**config.mk**
```make
export PLATFORM = sky130hd
export DESIGN_NAME = platform_collision_flat
export DESIGN_NICKNAME = d
export VERILOG_FILES = /design/src/rtl/platform_collision_pkg.sv /design/src/rtl/platform_collision_if.sv /design/src/rtl/platform_collision_hit_cmp.sv /design/src/rtl/platform_collision.sv /design/src/flat_wrapper.sv
export SDC_FILE = /design/constraint.sdc
export NUM_CORES = 1
export LEC_CHECK = 0
export ABC_AREA = 1
export BUFFER_PORTS_ARGS = -buffer_cell sky130_fd_sc_hd__buf_4
export CELL_PAD_IN_SITES_DETAIL_PLACEMENT = 0
export CELL_PAD_IN_SITES_GLOBAL_PLACEMENT = 1
export CORE_MARGIN = 2
export CORE_UTILIZATION = 39
export CTS_CLUSTER_SIZE = 28
export DETAILED_ROUTE_END_ITERATION = 8
export PLACE_DENSITY = 0.73
export SLEW_MARGIN = 20
export SYNTH_ARGS = -nofsm -noshare
export SYNTH_HDL_FRONTEND = slang
export SYNTH_HIERARCHICAL = 1
export SYNTH_SLANG_ARGS = --single-unit
```
**constraint.sdc**
```tcl
create_clock -name Clk -period 8.35 [get_ports Clk]
set_clock_uncertainty 0.1 [all_clocks]
set_input_delay 0 -clock Clk [delete_from_list [all_inputs] [get_ports Clk]]
set_output_delay 0 -clock Clk [all_outputs]
set_load 0.03 [all_outputs]
```
**src/rtl/platform_collision_pkg.sv**
```systemverilog
// Shared types and sizes for the platform collision scanner and its neighbours.
package platform_collision_pkg;
    localparam int unsigned NUM_PLATFORMS = 8;
    localparam int unsigned COORD_W       = 10;
    localparam int unsigned IDX_W         = 3;
    localparam int unsigned SIZE_W        = 8;
    localparam int unsigned CALC_W        = 11;

    typedef logic [COORD_W-1:0] coord_t;

    typedef enum logic [1:0] {IDLE, SCAN, REPORT} coll_state_t;

    // One platform plus the doodle snapshot, as seen by the hit comparator
    typedef struct packed {
        coord_t             px;
        coord_t             py;
        logic [SIZE_W-1:0]  size;
        coord_t             dx;
        coord_t             dy;
        coord_t             motion;
    } hit_query_t;
endpackage

```
**src/rtl/platform_collision_if.sv**
```systemverilog
// Platform arrays and doodle state in, landing report out.
interface platform_collision_if;
    import platform_collision_pkg::*;

    logic [1:0]        frame_clk_edge;
    logic [7:0]        state;
    logic [SIZE_W-1:0] platform_size;
    coord_t            Platform_X_in [NUM_PLATFORMS];
    coord_t            Platform_Y_in [NUM_PLATFORMS];
    coord_t            Doodle_X;
    coord_t            Doodle_Y;
    coord_t            Doodle_Y_motion;
    logic              land;
    logic [IDX_W-1:0]  land_idx;
    coord_t            land_Y;
    logic              busy;
    logic              overrun;

    modport master (
        output frame_clk_edge, state, platform_size, Platform_X_in, Platform_Y_in,
               Doodle_X, Doodle_Y, Doodle_Y_motion,
        input  land, land_idx, land_Y, busy, overrun
    );

    modport slave (
        input  frame_clk_edge, state, platform_size, Platform_X_in, Platform_Y_in,
               Doodle_X, Doodle_Y, Doodle_Y_motion,
        output land, land_idx, land_Y, busy, overrun
    );
endinterface

```
**src/rtl/platform_collision_hit_cmp.sv**
```systemverilog
// Combinational landing test of the doodle's feet against one platform.
module platform_collision_hit_cmp
    import platform_collision_pkg::*;
#(
    parameter int unsigned DOODLE_W = 16,
    parameter int unsigned DOODLE_H = 16,
    parameter int unsigned Y_TOL    = 4
) (
    input  hit_query_t query,
    output logic       hit_c
);
    logic [CALC_W-1:0] px, py, dx, feet, size;
    logic              falling, overlap, vwin;

    // Widened to 11 bits so edge sums cannot wrap
    always_comb begin
        px      = CALC_W'(query.px);
        py      = CALC_W'(query.py);
        dx      = CALC_W'(query.dx);
        size    = CALC_W'(query.size);
        feet    = CALC_W'(query.dy) + CALC_W'(DOODLE_H);
        falling = !query.motion[COORD_W-1] && (query.motion != '0);
        overlap = ((dx + CALC_W'(DOODLE_W)) > px) && (dx < (px + size));
        vwin    = (py <= feet) && (feet <= (py + CALC_W'(Y_TOL)));
        hit_c   = falling && overlap && vwin;
    end
endmodule

```
**src/rtl/platform_collision.sv**
```systemverilog
// Per-frame scan of all platforms against the doodle's feet; reports the highest landing.
module platform_collision
    import platform_collision_pkg::*;
#(
    parameter int unsigned DOODLE_W   = 16,
    parameter int unsigned DOODLE_H   = 16,
    parameter int unsigned Y_TOL      = 4,
    parameter logic [7:0]  STATE_INIT = 8'd0
) (
    input logic           Clk,
    input logic           Reset_n,
    platform_collision_if.slave bus
);
    coll_state_t       fsm;
    coord_t            snap_x [NUM_PLATFORMS];
    coord_t            snap_y [NUM_PLATFORMS];
    coord_t            snap_dx, snap_dy, snap_motion;
    logic [SIZE_W-1:0] snap_size;
    logic [IDX_W-1:0]  scan_idx;
    logic              best_valid;
    logic [IDX_W-1:0]  best_idx;
    coord_t            best_y;

    logic              land, busy, overrun;
    logic [IDX_W-1:0]  land_idx;
    coord_t            land_Y;

    hit_query_t        query;
    logic              hit_c, take_c, next_valid_c;
    logic [IDX_W-1:0]  next_idx_c;
    coord_t            next_y_c;
    logic              frame_edge_c;

    assign frame_edge_c = (bus.frame_clk_edge == 2'b01);

    always_comb begin
        query = '{px: snap_x[scan_idx], py: snap_y[scan_idx], size: snap_size,
                  dx: snap_dx, dy: snap_dy, motion: snap_motion};
    end

    platform_collision_hit_cmp #(
        .DOODLE_W (DOODLE_W),
        .DOODLE_H (DOODLE_H),
        .Y_TOL    (Y_TOL)
    ) u_hit_cmp (
        .query (query),
        .hit_c (hit_c)
    );

    // Strictly-smaller Y replaces the best, so ties keep the lower index
    always_comb begin
        take_c       = hit_c && (!best_valid || (snap_y[scan_idx] < best_y));
        next_valid_c = best_valid || take_c;
        next_idx_c   = take_c ? scan_idx : best_idx;
        next_y_c     = take_c ? snap_y[scan_idx] : best_y;
    end

    always_ff @(posedge Clk) begin
        if (!Reset_n) begin
            fsm        <= IDLE;
            land       <= 1'b0;
            land_idx   <= '0;
            land_Y     <= '0;
            busy       <= 1'b0;
            overrun    <= 1'b0;
            scan_idx   <= '0;
            best_valid <= 1'b0;
            best_idx   <= '0;
            best_y     <= '0;
        end else begin
            land <= 1'b0;
            case (fsm)
                IDLE: begin
                    if (frame_edge_c && (bus.state != STATE_INIT)) begin
                        for (int p = 0; p < int'(NUM_PLATFORMS); p++) begin
                            snap_x[p] <= bus.Platform_X_in[p];
                            snap_y[p] <= bus.Platform_Y_in[p];
                        end
                        snap_dx     <= bus.Doodle_X;
                        snap_dy     <= bus.Doodle_Y;
                        snap_motion <= bus.Doodle_Y_motion;
                        snap_size   <= bus.platform_size;
                        best_valid  <= 1'b0;
                        scan_idx    <= '0;
                        busy        <= 1'b1;
                        fsm         <= SCAN;
                    end
                end
                SCAN: begin
                    if (frame_edge_c) overrun <= 1'b1;
                    best_valid <= next_valid_c;
                    best_idx   <= next_idx_c;
                    best_y     <= next_y_c;
                    scan_idx   <= IDX_W'(scan_idx + IDX_W'(1));
                    // Result of the last platform goes straight to the report registers
                    if (scan_idx == IDX_W'(NUM_PLATFORMS - 1)) begin
                        land <= next_valid_c;
                        if (next_valid_c) begin
                            land_idx <= next_idx_c;
                            land_Y   <= next_y_c;
                        end
                        fsm <= REPORT;
                    end
                end
                REPORT: begin
                    if (frame_edge_c) overrun <= 1'b1;
                    busy <= 1'b0;
                    fsm  <= IDLE;
                end
                default: fsm <= IDLE;
            endcase
        end
    end

    assign bus.land     = land;
    assign bus.land_idx = land_idx;
    assign bus.land_Y   = land_Y;
    assign bus.busy     = busy;
    assign bus.overrun  = overrun;
endmodule

```
**src/flat_wrapper.sv**
```systemverilog
// flat-port wrapper written by rule: the top's interface ports become plain ports
module platform_collision_flat import platform_collision_pkg::*;
#(
    parameter int unsigned DOODLE_W   = 16,
    parameter int unsigned DOODLE_H   = 16,
    parameter int unsigned Y_TOL      = 4,
    parameter logic [7:0]  STATE_INIT = 8'd0
)
  (Clk, Reset_n, bus_frame_clk_edge, bus_state, bus_platform_size, bus_Platform_X_in, bus_Platform_Y_in, bus_Doodle_X, bus_Doodle_Y, bus_Doodle_Y_motion, bus_land, bus_land_idx, bus_land_Y, bus_busy, bus_overrun);
  platform_collision_if bus_i ();
  input logic Clk;
  input logic Reset_n;
  input wire logic [$bits(bus_i.frame_clk_edge)-1:0] bus_frame_clk_edge;
  input wire logic [$bits(bus_i.state)-1:0] bus_state;
  input wire logic [$bits(bus_i.platform_size)-1:0] bus_platform_size;
  input wire logic [$bits(bus_i.Platform_X_in)-1:0] bus_Platform_X_in;
  input wire logic [$bits(bus_i.Platform_Y_in)-1:0] bus_Platform_Y_in;
  input wire logic [$bits(bus_i.Doodle_X)-1:0] bus_Doodle_X;
  input wire logic [$bits(bus_i.Doodle_Y)-1:0] bus_Doodle_Y;
  input wire logic [$bits(bus_i.Doodle_Y_motion)-1:0] bus_Doodle_Y_motion;
  output wire logic [$bits(bus_i.land)-1:0] bus_land;
  output wire logic [$bits(bus_i.land_idx)-1:0] bus_land_idx;
  output wire logic [$bits(bus_i.land_Y)-1:0] bus_land_Y;
  output wire logic [$bits(bus_i.busy)-1:0] bus_busy;
  output wire logic [$bits(bus_i.overrun)-1:0] bus_overrun;
  assign bus_i.frame_clk_edge = bus_frame_clk_edge;
  assign bus_i.state = bus_state;
  assign bus_i.platform_size = bus_platform_size;
  assign bus_i.Platform_X_in = {>>{bus_Platform_X_in}};
  assign bus_i.Platform_Y_in = {>>{bus_Platform_Y_in}};
  assign bus_i.Doodle_X = bus_Doodle_X;
  assign bus_i.Doodle_Y = bus_Doodle_Y;
  assign bus_i.Doodle_Y_motion = bus_Doodle_Y_motion;
  assign bus_land = bus_i.land;
  assign bus_land_idx = bus_i.land_idx;
  assign bus_land_Y = bus_i.land_Y;
  assign bus_busy = bus_i.busy;
  assign bus_overrun = bus_i.overrun;
  platform_collision #(.DOODLE_W(DOODLE_W), .DOODLE_H(DOODLE_H), .Y_TOL(Y_TOL), .STATE_INIT(STATE_INIT)) u_core (.Clk(Clk), .Reset_n(Reset_n), .bus(bus_i));
endmodule
```
* Yosys cells after proc, flatten, opt, wreduce, memory -nomap -nowiden
Memory sizes are Yosys's and may differ from the RTL's. A register that Yosys moved wholly into a read port is not among the register bits. Index checks and enable logic that the tools add are counted.
Storage, ports and cells: register bits 73, memory bits (writable) 160, input bits 210, word-level logic and storage cells 75, memories kept 2
Cells by class: add/subtract/negate cells 5, order comparisons 5, eq/ne operators 6, multiplexer cells 19, reductions and logical operators 24
Memories:
- u_core.snap_x | depth 8, bits a word 10, rd ports 1, clocked after Yosys merged registers in 1, wr ports 8, RTL line platform_collision.sv:15 | coord_t snap_x [NUM_PLATFORMS];
- u_core.snap_y | depth 8, bits a word 10, rd ports 1, clocked after Yosys merged registers in 1, wr ports 8, RTL line platform_collision.sv:16 | coord_t snap_y [NUM_PLATFORMS];
Operators by type and width (number):
- 10-bit by 5-bit adder with 11-bit output (second input constant) | 2
- 3-bit two-way mux | 6
- 10-bit by 3-bit adder with 11-bit output (second input constant) | 1
- 10-bit by 8-bit adder with 11-bit output | 1
- 11-bit by 10-bit > comparator with 1-bit output | 1
- 10-bit by 11-bit less-or-equal comparator with 1-bit output | 1
- 11-bit less-or-equal comparator | 1
- 10-bit by 11-bit less-than comparator with 1-bit output | 1
- 10-bit less-than comparator | 1
- 10-bit two-way mux | 1
- 10-bit nonzero test | 1
- 3-bit AND reduction | 3
- 2-bit AND reduction | 4
- 8-bit nonzero test | 1
- 1-bit logical AND | 7
- 1-bit two-way mux | 6
- 3-bit case mux with 2 select lines | 1
- 2-bit by 1-bit == test with 1-bit output (second input constant) | 2
- 2-bit two-way mux | 2
- 2-bit by 1-bit != test with 1-bit output (second input constant) | 2
- 1-bit case mux with 2 select lines | 2
- 2-bit case mux with 2 select lines | 1
- 2-bit nonzero test | 2
- 3-bit by 1-bit adder with 3-bit output (second input constant) | 1
- 6 further kinds | 8

* Logic depth before layout (Yosys ltp)
Gate-level depths: netlist of run 1.
word-level depth 8, gate-level depth with buffers 35, depth with buffers taken out 30

* Cells and area by module
The synthesis of run 1 kept the hierarchy.
By module, submodules not included:
- platform_collision | times used 1, cells each 775, area each 9313.9 µm², seq. area each 6706.4 µm²
- platform_collision_hit_cmp | times used 1, cells each 265, area each 1702.9 µm², seq. area each 0.0 µm²

* Worst setup path before layout of run 1
Ideal clock, no wire load.
path type flip-flop to flip-flop, start register u_core.fsm[0], end memory u_core/snap_x[0][0] (netlist name) (enable), arrival 7.272 ns, required time 7.569 ns, slack 0.296 ns, stages on the path, launching flop included 5, buffers on the path 0, cell sequence dfxtp_1 inv_1 ha_1 nand2_1 nor2_1
RTL lines:
- start, declared | RTL line platform_collision.sv:14 | coll_state_t fsm;
- start signal, assigned | RTL line platform_collision.sv:60 | fsm <= IDLE;
- start signal, assigned | RTL line platform_collision.sv:86 | fsm <= SCAN;
- start signal, assigned | RTL line platform_collision.sv:102 | fsm <= REPORT;
- end, declared | RTL line platform_collision.sv:15

==> qor.yml, run 1 <==
slew_headroom_pct: 32.76
num_rows: 61
start_kind: "flip-flop"
clockBufferDepth: 3
route.met2.wl_mm: 15.40
htreeDepth: 1
port_buffers: 225
grt_pass1_vias: 9063
slew_violations: 0
start_util_pct: 39.66
leakage_nw: 6.741
async_reset_ff_share_pct: 0
wl_met3_mm: 1.567
drc: 0
cts_tree: "built"
final_cell_mix: "buf_4, dlygate4sd3_1, edfxtp_1"
setup_tns_ns: 0
drt_first_iter_violations: 570
place.gp.congestion: 0.8531
instances_no_fill: 1869
hold_violations: 0
dieArea_um2: 29610
synth.net_count: 1316
ys_seq_elements: 236
rsz0062_at_grt: "false"
wl_met1_mm: 12.63
top_layer: "met4"
netlist_instances: 1040
yosysWarningCount: 6
setup_viol: 0
areaGrowthSynthToFinish_pct: 45.99
drive_above_1_share_pct: 20.30
vias: 8989
period_share_pct: 72.17
drv_cap: 0
die_x_um: 172.1
antenna_found_initial: 3
synth_flop_cell: "edfxtp_1"
p_per_area_nw_per_um2: 225.5
irDropWorstVdd_v: 0.0001519
holdBufCountCts: 203
cp-end-kind: "flip-flop"
post-route-min-period_ns: 6.026
grt_pass1_wl_mm: 46.82
cp_max_fo: 41
max_freq_mhz: 165.9
ant_nets: 0
layout_commonest_cell: "buf_4"
crit_type: "reg2reg"
clock-sinks: 236
yosysSeqAreaShare_pct: 60.87
synth_edf_count: 198
nNetsFinal: 1743
clock-root-buffer: "clkbuf_16"
dp_cells: 1612
status: "complete, no violations"
hpwlAfterDp_mm: 20.13
cts_buffers: 27
grtUsageTotal_pct: 20.52
clk_latency_ns: 0.55
post-cts-setup-buffers: 0
dr.pass1.iters: 5
vias_per_cell: 4.810
cts_resized: 0
grt_overflow: 0
synth.avg_cell_area_um2: 10.59
clk_pin_slew_worst_paths_ns: 0.06
die_y_um: 172.1
crit_arrival_ns: 6.36
pin_count: 226
wl_per_cell_um: 16.32
crit_required_ns: 8.68
min_path_type: "in2reg"
worst_pin_slew_ns: 1.009
synth.distinct_cells: 41
wirelength_mm: 30.50
grt_max_degree: 83
core_um2: 27780
synth_area_um2: 11020
## cells by family (layout without fill, tap and decap cells)
family | Yosys count | after routing | synth area share (%)
AOI/OAI and AO/OA | 189 | 189 | 9.699
and+or+nand+nor | 381 | 381 | 14.62
buffers and inverters | 148 | 596 | 5.656
DFF | 236 | 236 | 60.87
adders and majority gates | 66 | 66 | 7.564
other | 0 | 3 | 0
xor gates and xnor gates | 20 | 20 | 1.590
## critical path, stage by stage (launching register included)
cell	delay, ns
dfxtp_1	0.30
buf_4	0.29
inv_1	0.59
buf_4	0.38
o21ai_0	0.12
o22ai_1	0.16
nor2_1	0.07
a31oi_1	0.57
ha_1	0.31
nand3_1	0.12
nor2_1	0.19
nand2_1	0.08
xor2_1	0.15
ha_1	0.33
nand2_1	0.07
nor2_1	0.11
nand2_1	0.06
o31ai_1	0.22
inv_1	0.08
nor2_2	0.52
o21ai_0	0.16
inv_1	0.12
nand2_1	0.07
clkinv_1	0.42
nand3_1	0.17
nand2_1	0.09
inv_1	0.03
## synth_stat cells, types with 4 or more instances
cell type / number / area share, %
o22ai_1: 19 / 1.1
nand4_1: 4 / 0.23
dfxtp_1: 38 / 6.9
buf_6: 5 / 0.51
a21o_1: 4 / 0.27
edfxtp_1: 198 / 54
nand3_1: 63 / 2.9
clkbuf_1: 24 / 0.82
xor2_1: 14 / 1.1
nor2_1: 170 / 5.8
o21a_1: 15 / 1.0
xnor2_1: 6 / 0.48
ha_1: 65 / 7.4
nand2_1: 116 / 4.0
nand3b_1: 5 / 0.34
o21ai_0: 75 / 3.4
inv_1: 106 / 3.6
o21ai_1: 10 / 0.45
a21oi_1: 40 / 1.8
nand2_2: 12 / 0.68
buf_2: 8 / 0.36
a31oi_1: 19 / 1.1
## per-layer routing
layer | vias to the layer above | global-route usage (%)
met5 | - | 0
met4 | 0 | 6.869
met3 | 60 | 3.273
met2 | 275 | 37.16
met1 | 4199 | 24.87
li1 | 4455 | -
## through the flow
step	worst slack (ns)	hold slack [ns]	util [%]	cell area (um2)	total power (W)
after floorplan	0.2962	-0.001131	-	11020	0.002044
after global placement	2.528	0.07817	46.96	13050	0.002269
after detailed placement	2.319	0.07930	46.96	13050	0.002278
after CTS	2.294	0.02799	57.79	16060	0.003656
after global routing	1.614	0.04366	57.89	16080	0.003838
final	2.324	0.05100	57.89	16080	0.003627
## where the power goes
part	switching (W)	internal (W)	leakage, nW
clock network	0.000479	0.000810	0.475
registers	0.0000427	0.00139	2.12
logic	0.000520	0.000382	4.15
## cell type report
class	count	area [um2]
sequential	236	6708
tap	378	473.0
multi-input combinational	656	3702
clock buffer	30	686.9
fill	2330	11700
timing repair buffer	437	3801
clock inverter	20	290.3
antenna	3	7.507
inverter	109	414.1
## path summary, 6_finish.rpt
| check | from | endpoint | slack (ns) | cells after the start |
|---|---|---|---|---|
| max reg2reg | flip-flop | u_core/bus.land_Y[6] | 2.32 | 26 |
| min | bus_state[6] | u_core/bus.busy | 0.05 | 8 |
| min reg2reg | u_core/bus.overrun | u_core/bus.overrun | 0.35 | 2 |
| max | flip-flop | u_core/bus.land_Y[6] | 2.32 | 26 |
## flip-flops by register name, indices dropped and copies added, names as in the netlist, 2 cells and up, named ones only
name                 flops
u_core/bus.land_idx      3
u_core/snap_dy          10
u_core/best_idx          3
u_core/bus.land_Y       10
u_core/snap_motion      10
u_core/snap_size         8
u_core/snap_y           80
u_core/snap_x           80
u_core/snap_dx          10
u_core/fsm               2
u_core/scan_idx          3
u_core/best_y           10
(Power assumes the default switching activity.)
==> run 2, diff against run 1 <==
- clock period: 8.35 -> 4.99 ns (I/O delays scaled with it)
==> qor.yml, run 2 (synthesized netlist as in run 1, its figures left out) <==
status: "complete, no violations"
dp_cells: 1623
use_met1_pct: 25.63
grt_pass1_wl_mm: 46.78
crit_arrival_ns: 4.85
setup_tns_ns: 0
drive_above_1_share_pct: 20.40
start_util_pct: 39.66
seq_area_um2: 6708
power.share.clock_pct: 30.6
pin_count: 226
slowest_delay_ns: 0.32
clk_pin_slew_worst_paths_ns: 0.06
switching_share_pct: 30.17
layout_commonest_cell: "buf_4"
rr_worst_depth: 31
rsz0062_at_grt: "false"
port_buffers: 225
min-delay-start: "bus_Platform_X_in[21]"
top_usage_layer: "met2"
holdWs_ns: 0.07398
cell_internal_pwr_w: 0.003973
whs_path_depth: 2
cpMostUsedCell: "nand2_1"
instances_no_fill: 1877
slew_headroom_pct: 34.50
cp_max_fo: 26
grt.met3_usage_pct: 3.182
max_freq_mhz: 221.3
worst_pin_slew_ns: 0.9802
clk_latency_ns: 0.54
cp-end-kind: "flip-flop"
min_path_type: "in2reg"
wirelength_mm: 30.32
hpwlAfterDp_mm: 20.49
whs_endpoint: "u_core/snap_x[5][1]"
clockBufferDepth: 3
crit_slowest_cell: "dfxtp_1"
num_rows: 61
irDropWorstVdd_v: 0.0003728
cts_tree: "built"
slew_violations: 0
vias: 8907
reg_top3: "u_core/snap_x (80), u_core/snap_y (80)"
die_x_um: 172.1
leakage_nw: 6.695
grt_overflow: 0
p_sw_w: 0.001717
place.gp.congestion: 0.8379
grt_pass1_vias: 8845
nNetsFinal: 1752
drv_cap: 0
core_um2: 27780
clock-root-buffer: "clkbuf_16"
setup_viol: 0
htreeDepth: 1
final_cell_mix: "buf_4, dlygate4sd3_1, edfxtp_1"
finalPower_w: 0.005690
antenna_found_initial: 5
crit_type: "reg2reg"
drc: 0
grt_use_met2_pct: 36.14
cts_buffers: 25
die_y_um: 172.1
ant_nets: 0
grt_max_degree: 81
start_kind: "flip-flop"
post-route-min-period_ns: 4.519
clock-sinks: 236
timing.reg2reg.setup_slack_ns: 0.47
reg2reg_to: "u_core/bus.land_Y[1]"
vias_per_cell: 4.745
pwr-share-comb_pct: 27.2
wl_per_cell_um: 16.15
fill_cells: 2329
hold_violations: 0
areaGrowthSynthToFinish_pct: 45.32
drt_first_iter_violations: 585
grtUsageTotal_pct: 20.48
p_seq_share_pct: 42.2
period_share_pct: 90.56
p_per_area_nw_per_um2: 355.4
dr.pass1.iters: 4
crit_required_ns: 5.32
dieArea_um2: 29610
multiInputGateArea_um2: 3730
-- run 2: repair_timing --
item | in CTS | in global routing
hold endpoints to repair | 214 | 0
hold buffers | 203 | 0
gates resized for setup | 0 | 5
buffers inserted | 0 | 0
setup endpoints to repair | 0 | 15
-- run 2: final cells by class --
cell class,count,share of cell area (%)
diodes,4,0.06252
clock inverters,15,0.6565
clock buffers,31,4.048
inverters,109,2.587
repair buffers,448,24.49
flip-flops and latches,236,41.90
multi-input cells,656,23.30
well taps,378,2.954
-- run 2: power groups by stage --
stage                     clock network [W]  logic [W]  registers [W]
after floorplan                           0   0.000965        0.00243
after global placement                    0    0.00139        0.00244
after detailed placement                  0    0.00140        0.00244
after CTS                           0.00178    0.00155        0.00240
after global routing                0.00186    0.00176        0.00241
final                               0.00174    0.00155        0.00240
-- run 2: stage by stage --
stage / util, % / cell area, um2 / worst slack [ns]
finish: 57.62 / 16010 / 0.4709
global route: 57.62 / 16010 / 0.006263
CTS: 57.42 / 15950 / 0.3346
detailed placement: 47.39 / 13170 / 0.3620
global placement: 47.39 / 13170 / 0.4017
floorplan: - / 11020 / 0.7061
-- run 2: worst max path at each step --
stage | from | slack, ns | cells after the start | end
2_1_floorplan | flip-flop | 0.71 | 35 | u_core/bus.land_Y[9]
3_5_place_dp | flip-flop | 0.36 | 31 | u_core/bus.land_Y[1]
5_1_grt | flip-flop | 0.006 | 31 | u_core/bus.land_Y[2]
3_3_place_gp | flip-flop | 0.40 | 31 | u_core/bus.land_Y[6]
6_report | flip-flop | 0.47 | 31 | u_core/bus.land_Y[1]
4_1_cts | flip-flop | 0.33 | 31 | u_core/bus.land_Y[1]
-- run 2: worst max-delay path, delay by kind of cell, from the launching register on --
kind	cells	cell delay, ns
AOI/OAI and AO/OA	6	0.98
xor gates and xnor gates	1	0.15
adders and majority gates	3	0.83
buffers and inverters	6	0.81
DFF	1	0.32
and+or+nand+nor	15	1.21
-- run 2: per-layer routing --
layer	vias up	share of wire (%)
li1	4473	-
met1	4081	41
met2	302	50
met3	51	5.8
met4	0	3.2
met5	-	0
==> run 3, diff against run 2 <==
- SETUP_SLACK_MARGIN: not set -> 0.5
==> qor.yml, run 3 (synthesized netlist as in run 1, its figures left out) <==
slowest_delay_ns: 0.42
slew_headroom_pct: 34.68
start_kind: "flip-flop"
whs_path_depth: 2
die_x_um: 172.1
path_delay_family: "simple AND/OR/NAND/NOR gates"
areaGrowthSynthToFinish_pct: 49.14
htreeDepth: 1
antenna_found_initial: 4
grt_pass1_vias: 8830
p_per_area_nw_per_um2: 352.2
setup_tns_ns: 0
layout_commonest_cell: "buf_4"
cp.depth: 27
core_um2: 27780
wirelength_mm: 31.04
cp-end-kind: "flip-flop"
place.gp.congestion: 0.8379
clock-sinks: 236
grt_pass1_wl_mm: 46.77
dieArea_um2: 29610
min_path_type: "in2reg"
worst_pin_slew_ns: 0.9774
hold_violations: 0
drc: 0
min-delay-start: "bus_Platform_X_in[21]"
irDropWorstVdd_v: 0.0003799
design_area_um2: 16430
period_share_pct: 83.17
wl_per_cell_um: 16.42
dr.pass1.iters: 4
start_util_pct: 39.66
reg_top3: "u_core/snap_x (80), u_core/snap_y (80)"
pin_count: 226
setup_viol: 0
crit_arrival_ns: 4.48
cts_tree: "built"
clock-root-buffer: "clkbuf_16"
path_buf_inv: 7
rr_worst_depth: 27
vias: 9010
die_y_um: 172.1
drv_cap: 0
grt_max_degree: 81
clk_latency_ns: 0.54
dp_cells: 1623
nNetsFinal: 1767
rsz0062_at_grt: "true"
drt_first_iter_violations: 596
post-route-min-period_ns: 4.150
grt_overflow: 0
max_freq_mhz: 240.9
timing.reg2reg.setup_slack_ns: 0.84
drive_above_1_share_pct: 22.72
hpwlAfterDp_mm: 20.49
cp_max_fo: 42
placed_area_um2: 13170
vias_per_cell: 4.765
leakage_nw: 6.841
ant_nets: 0
crit_slowest_cell: "dfxtp_4"
crit_required_ns: 5.32
cts_buffers: 25
num_rows: 61
instances_no_fill: 1891
crit_type: "reg2reg"
clk_pin_slew_worst_paths_ns: 0.06
fill_cells: 2311
grtUsageTotal_pct: 20.45
port_buffers: 225
slew_violations: 0
status: "complete, no violations"
holdWs_ns: 0.07322
clockBufferDepth: 3
final_cell_mix: "buf_4, dlygate4sd3_1, edfxtp_1"
[run 3: changes by cell type in the layout (fill, tap and decap cells not counted), sizes merged]
cell and change:
clkinvlp +1, inv -1, buf +10, clkbuf +5, diode -1
[run 3: final cells by class]
class	instances	area [um2]	share of cell area (%)
sequential	236	6711	40.85
timing repair buffer	463	4177	25.42
multi-input combinational	656	3884	23.64
clock buffer	31	648.1	3.945
tap	378	473.0	2.878
inverter	109	425.4	2.589
clock inverter	15	105.1	0.6397
antenna	3	7.507	0.04569
[run 3: path summary, 6_finish.rpt]
path,end
max,u_core/bus.land_Y[1]
max reg2reg,u_core/bus.land_Y[1]
min,u_core/snap_x[5][1]
min reg2reg,u_core/bus.overrun
[run 3: power by group]
group	internal, W	switching [W]	total, W
logic	0.000726	0.000910	0.00164
registers	0.00233	0.0000739	0.00240
clock network	0.000975	0.000771	0.00175
total	0.00403	0.00175	0.00579
[run 3: per-stage QoR]
stage               util, %  setup slack [ns]  power, W
floorplan                 -            0.7061  0.003400
global placement      47.39            0.4017  0.003831
detailed placement    47.39            0.3620  0.003843
CTS                   57.51            0.5117  0.005727
global route          59.14            0.4669  0.006122
finish                59.14            0.8396  0.005786
[run 3: timing repair]
item,CTS,global route
endpoints found under the hold margin,214,0
gates resized for setup,5,47
pin swaps,0,8
gates cloned,0,6
buffers inserted,0,9
endpoints found under the setup margin,26,28
hold buffers,203,0
[run 3: routing by layer]
metal  part of all wire (%)  up-vias  global-route usage, %
met3                    5.4       49                  3.136
met4                    3.0        0                  6.978
met5                      0        -                      0
met1                     41     4162                  25.52
met2                     50      297                  36.20
li1                       -     4502                      -
